File: config.mk
export PLATFORM = sky130hd
export DESIGN_NAME = panda_load_sequencer
export DESIGN_NICKNAME = d
export VERILOG_FILES = /design/src/rtl/panda_load_sequencer.sv
export SDC_FILE = /design/constraint.sdc
export NUM_CORES = 1
export LEC_CHECK = 0
export BUFFER_PORTS_ARGS = -buffer_cell sky130_fd_sc_hd__buf_2
export CAP_MARGIN = 30
export CORE_MARGIN = 2
export CORE_UTILIZATION = 45
export CTS_CLUSTER_DIAMETER = 100
export DETAILED_ROUTE_END_ITERATION = 16
export PLACE_DENSITY = 0.67
export SYNTH_ARGS = -nofsm -noshare
export SYNTH_HDL_FRONTEND = slang
export SYNTH_SLANG_ARGS = --single-unit
File: constraint.sdc
create_clock -name clk -period 5.08 [get_ports clk]
set_clock_uncertainty 0.05 [all_clocks]
set_input_delay 0.762 -clock clk [delete_from_list [all_inputs] [get_ports clk]]
set_output_delay 0.762 -clock clk [all_outputs]
set_load 0.01 [all_outputs]
File: src/rtl/panda_load_sequencer.sv
// Drives one PANDA network run: loads engine memories from descriptor-framed
// data streams, pulses start, counts output beats and reports done or timeout.
module panda_load_sequencer #(
    parameter int unsigned ADDR_STRIDE    = 1,
    parameter int unsigned TIMEOUT_CYCLES = 1000000,
    parameter int unsigned CNT_W          = 16
) (
    input  logic             clk,
    input  logic             reset,
    input  logic             cfg_valid,
    output logic             cfg_ready,
    input  logic [2:0]       cfg_mem_sel,
    input  logic [31:0]      cfg_base_addr,
    input  logic [CNT_W-1:0] cfg_count,
    input  logic             cfg_last,
    input  logic             in_valid,
    output logic             in_ready,
    input  logic [31:0]      in_data,
    input  logic             abort_i,
    output logic [2:0]       mem_sel_o,
    output logic             wr_en_o,
    output logic [31:0]      wr_addr_o,
    output logic [31:0]      wr_data_o,
    output logic             start_o,
    input  logic             done_i,
    input  logic             out_valid_i,
    output logic             busy_o,
    output logic             evt_o,
    output logic             err_o,
    output logic [CNT_W-1:0] out_count_o
);

    typedef enum logic [2:0] {
        S_IDLE,
        S_LOAD,
        S_START,
        S_RUN,
        S_DONE,
        S_ERR
    } state_t;

    localparam logic [31:0] STRIDE  = 32'(ADDR_STRIDE);
    localparam logic [31:0] TIMEOUT = 32'(TIMEOUT_CYCLES);

    state_t           r_state;
    state_t           w_next;
    logic             r_cfg_ready;
    logic [2:0]       r_mem_sel;
    logic [CNT_W-1:0] r_count;
    logic [CNT_W-1:0] r_idx;
    logic             r_last;
    logic [31:0]      r_addr;
    logic             r_wr_en;
    logic [31:0]      r_wr_addr;
    logic [31:0]      r_wr_data;
    logic             r_start;
    logic             r_evt;
    logic             r_err;
    logic [31:0]      r_wd;
    logic [CNT_W-1:0] r_out_count;

    logic             w_cfg_fire;
    logic             w_beat_fire;
    logic             w_last_beat;
    logic [31:0]      w_wd_inc;
    logic             w_timeout;

    // Abort suppresses both handshakes so a descriptor or beat offered in the
    // abort cycle is dropped rather than half-applied.
    assign w_cfg_fire  = cfg_valid && r_cfg_ready && (r_state == S_IDLE) && !abort_i;
    assign w_beat_fire = in_valid && (r_state == S_LOAD) && !abort_i;
    assign w_last_beat = (r_idx == (r_count - CNT_W'(1)));
    assign w_wd_inc    = r_wd + 32'd1;
    assign w_timeout   = (TIMEOUT != 32'd0) && (w_wd_inc == TIMEOUT);

    // NOTE: w_next gets its default before the case so no path leaves it unassigned (no latch).
    always_comb begin
        w_next = r_state;
        case (r_state)
            S_IDLE: begin
                if (w_cfg_fire) begin
                    if (cfg_count != '0) w_next = S_LOAD;
                    else if (cfg_last)   w_next = S_START;
                end
            end
            S_LOAD: begin
                if (w_beat_fire && w_last_beat) w_next = r_last ? S_START : S_IDLE;
            end
            S_START: w_next = S_RUN;
            S_RUN: begin
                if (done_i)         w_next = S_DONE;
                else if (w_timeout) w_next = S_ERR;
            end
            S_DONE:  w_next = S_IDLE;
            S_ERR:   w_next = S_IDLE;
            default: w_next = S_IDLE;
        endcase
        if (abort_i) w_next = S_IDLE;
    end

    // NOTE: all sequential state uses non-blocking assignments so every flop samples pre-edge values.
    always_ff @(posedge clk) begin
        if (reset) begin
            r_state     <= S_IDLE;
            r_cfg_ready <= 1'b0;
        end else begin
            r_state     <= w_next;
            r_cfg_ready <= (w_next == S_IDLE);
        end
    end

    always_ff @(posedge clk) begin
        if (reset) begin
            r_mem_sel   <= '0;
            r_count     <= '0;
            r_idx       <= '0;
            r_last      <= 1'b0;
            r_addr      <= '0;
            r_wr_en     <= 1'b0;
            r_wr_addr   <= '0;
            r_wr_data   <= '0;
            r_start     <= 1'b0;
            r_evt       <= 1'b0;
            r_err       <= 1'b0;
            r_wd        <= '0;
            r_out_count <= '0;
        end else begin
            r_wr_en <= w_beat_fire;
            r_start <= (r_state == S_START) && !abort_i;
            r_evt   <= (w_next == S_DONE) || (w_next == S_ERR);

            if (w_cfg_fire) begin
                r_mem_sel <= cfg_mem_sel;
                r_count   <= cfg_count;
                r_last    <= cfg_last;
                r_addr    <= cfg_base_addr;
                r_idx     <= '0;
            end else if (w_beat_fire) begin
                r_wr_addr <= r_addr;
                r_wr_data <= in_data;
                r_addr    <= r_addr + STRIDE;
                r_idx     <= r_idx + CNT_W'(1);
            end

            if (w_cfg_fire)            r_err <= 1'b0;
            else if (w_next == S_ERR)  r_err <= 1'b1;

            if (r_state == S_START) begin
                r_wd        <= '0;
                r_out_count <= '0;
            end else if (r_state == S_RUN) begin
                r_wd <= w_wd_inc;
                if (out_valid_i && (r_out_count != '1)) r_out_count <= r_out_count + CNT_W'(1);
            end
        end
    end

    assign cfg_ready   = r_cfg_ready;
    assign in_ready    = (r_state == S_LOAD);
    assign mem_sel_o   = r_mem_sel;
    assign wr_en_o     = r_wr_en;
    assign wr_addr_o   = r_wr_addr;
    assign wr_data_o   = r_wr_data;
    assign start_o     = r_start;
    assign busy_o      = (r_state != S_IDLE);
    assign evt_o       = r_evt;
    assign err_o       = r_err;
    assign out_count_o = r_out_count;

endmodule
==> flow_metrics.env <==
export IMPL_clk_pin_slew_ns=0.07
export IMPL_async_flop_share=0
export IMPL_dpl_hpwl_um=16200
export IMPL_cap_violations=0
export IMPL_numCtsBuffers=17
export IMPL_post_cts_buffers=0
export IMPL_grt_antenna_before_repair=1
export IMPL_wl_um=23800
export IMPL_post_layout_nonfiller_instances=1605
export IMPL_cellLeakagePower_nw=3.94
export IMPL_synthesis_area_um2=9030
export IMPL_synth_area_top_cells="dfxtp_1 (42%), nand2_1 (12%), a21oi_1 (8.9%)"
export IMPL_wl_per_cell_um=14.8
export IMPL_ant_nets=0
export IMPL_yosysTopAreaCellShare=0.417
export IMPL_finalCriticalPeriod_ns=3.49
export IMPL_firstDrtPassIters=5
export IMPL_setup_tns_ns=0
export IMPL_cpPeakStageDelay_ns=0.52
export IMPL_finish_utilization=0.542
export IMPL_yosys_area_share_simple=0.316
export IMPL_cts_tree="yes"
export IMPL_finalHoldViolCount=0
export IMPL_run_status="complete, no violations"
export IMPL_path_delay_family="simple AND/OR/NAND/NOR gates"
export IMPL_drive_above_1_share=0.178
export IMPL_postCtsHoldBufs=0
export IMPL_critical_path_class="reg -> reg"
export IMPL_drc=0
export IMPL_cp_cell_sequence="ha_1, and3_1, and3_1, nand3_1, or3b_1, a2111oi_0, nor4b_1, nor4b_1, o31a_1, nor4_1"
export IMPL_synth_compound_area_frac=0.161
export IMPL_grt_pass1_wl_um=39100
export IMPL_worstSkewPairLatency_ns=0.44
export IMPL_antenna_cells=0
export IMPL_synth_edff_count=0
export IMPL_io_pins=181
export IMPL_routed_via_count=8701
export IMPL_crit_fanout=7
export IMPL_synth_seq_cells=188
export IMPL_area_growth_pct=17.6
export IMPL_synth_top_family_by_area="simple AND/OR/NAND/NOR gates"
export IMPL_power_density_nw_per_um2=285
export IMPL_overflow=0
export IMPL_syn_nets=1296
export IMPL_routabilityCongestion=0.842
export IMPL_ir_drop_v=0.000242
export IMPL_cts_root_buf="clkbuf_16"
export IMPL_avgSynthCellArea_um2=7.53
export IMPL_worst_pin_slew_ns=0.854
export IMPL_synth_cell_types=65
export IMPL_drt_iter0_drc=496
export IMPL_synth_ff_type="dfxtp_1"
export IMPL_die_y_um=146
export IMPL_syn_inst=1199
export IMPL_yosysWarnings=0
export IMPL_regArea_um2=3760
export IMPL_fill_cells=1940
export IMPL_yosys_area_top_type="dfxtp_1"
export IMPL_synthAdderAreaFrac=0.00831
export IMPL_rsz0062_at_grt="no"
export IMPL_h_tree_depth=4
export IMPL_nNetsFinal=1424
export IMPL_slew_headroom=0.431
export IMPL_slowest_stage="a2111oi_0"
export IMPL_layout_commonest_cell="nand2_1"
export IMPL_numClockSinks=188
export IMPL_num_rows=51
export IMPL_grt_total_usage=0.221
export IMPL_vias_per_cell=5.42
export IMPL_ys_seq_area_frac=0.417
export IMPL_crit_path_end_kind="register"
export IMPL_grt_start_max_net_pins=86
export IMPL_report_final_slew_viol_count=0
export IMPL_critPathRequiredTime_ns=5.32
export IMPL_port_buffers=180
export IMPL_dpl_cell_count=1573
export IMPL_final_cell_mix="nand2_1 (282), dfxtp_1 (188), buf_2 (179)"
export IMPL_min_path_type="reg -> reg"
export IMPL_arrival_ns=3.73
export IMPL_start_util=0.461
export IMPL_cts_resized=0
export IMPL_die_w_um=146
export IMPL_grt_pass1_vias=7828
export IMPL_min_period_over_period=0.687
export IMPL_fmax_mhz=286
export IMPL_die_area_um2=21200
export IMPL_critical_path_buf_inv_count=0
export IMPL_synthMuxAreaShare=0.00443
export IMPL_setup_viol=0
export IMPL_multi_input_area_um2=4900
export IMPL_clockBufferDepth=2
export IMPL_startpoint_type="register"
export IMPL_synthXorXnorAreaFrac=0.0524
export IMPL_core_um2=19600
## state kept, by name, summed over array words and instances (netlist names)
| register | count |
|---|---|
| wr_addr_o | 32 |
| r_wd | 32 |
| wr_en_o | 1 |
| wr_data_o | 32 |
| r_count | 16 |
| r_last | 1 |
| r_state | 3 |
| evt_o | 1 |
| start_o | 1 |
| err_o | 1 |
| out_count_o | 16 |
| cfg_ready | 1 |
| mem_sel_o | 3 |
| r_idx | 16 |
| r_addr | 32 |
## where the power goes
part / leakage [nW] / total, W / switching (W) / internal, W
Clock: 0.281 / 0.00134 / 0.000629 / 0.000708
Combinational: 2.14 / 0.000183 / 0.000106 / 0.0000768
Sequential: 1.52 / 0.00151 / 0.0000213 / 0.00149
Total: 3.94 / 0.00303 / 0.000756 / 0.00227
## through the flow
stage	power, W	worst slack, ns	cell area (um2)	hold WS [ns]
global placement	0.00172	1.75	10000	0.389
CTS	0.00307	1.63	10600	0.403
finish	0.00303	1.59	10600	0.402
detailed placement	0.00173	1.67	10000	0.393
floorplan	0.00166	2.16	9030	0.382
global route	0.00316	1.16	10600	0.418
## synthesized netlist by cell type (13+ instances only)
| library cell | count |
|---|---|
| a21oi_1 | 160 |
| a31oi_1 | 16 |
| and3_1 | 13 |
| clkbuf_1 | 69 |
| dfxtp_1 | 188 |
| inv_1 | 14 |
| nand2_1 | 282 |
| nand3_1 | 44 |
| nand4_1 | 23 |
| nor2_1 | 98 |
| nor3_1 | 36 |
| nor4_1 | 16 |
| o21ai_0 | 27 |
| or3_1 | 16 |
| xnor2_1 | 23 |
| xor2_1 | 31 |
## cell type report
| type | count | area share |
|---|---|---|
| multi-input combinational | 916 | 0.461 |
| sequential | 188 | 0.354 |
| timing repair buffer | 190 | 0.0928 |
| clock buffer | 18 | 0.0413 |
| tap | 265 | 0.0312 |
| clock inverter | 14 | 0.0144 |
| inverter | 14 | 0.00495 |
## per-layer routing
metal,track usage,share of wire,vias up
met2,0.363,0.47,202
met5,0,0.00055,-
met3,0.0527,0.053,41
met4,0.0745,0.020,2
met1,0.287,0.45,4032
li1,-,-,4424
## worst min-delay path, stage by stage (launching register included)
cell and delay (ns):
dfxtp_1 0.31, nand2_1 0.05, a21oi_1 0.05
## worst paths after layout
kind	from	endpoint	slack, ns	cells past startpoint
hold / removal	wr_addr_o[24]	wr_addr_o[24]	0.40	2
setup / recovery	r_wd[0]	r_state[1]	1.59	10
setup reg to reg	r_wd[0]	r_state[1]	1.59	10
hold reg to reg	wr_addr_o[24]	wr_addr_o[24]	0.40	2
## cell families after synthesis
kind of cell | Yosys count
simple gates | 598
compound gates | 254
flops | 188
buf+inv | 95
xor+xnor | 54
fa+ha+maj | 6
mux | 4
(Power assumes the default switching activity.)
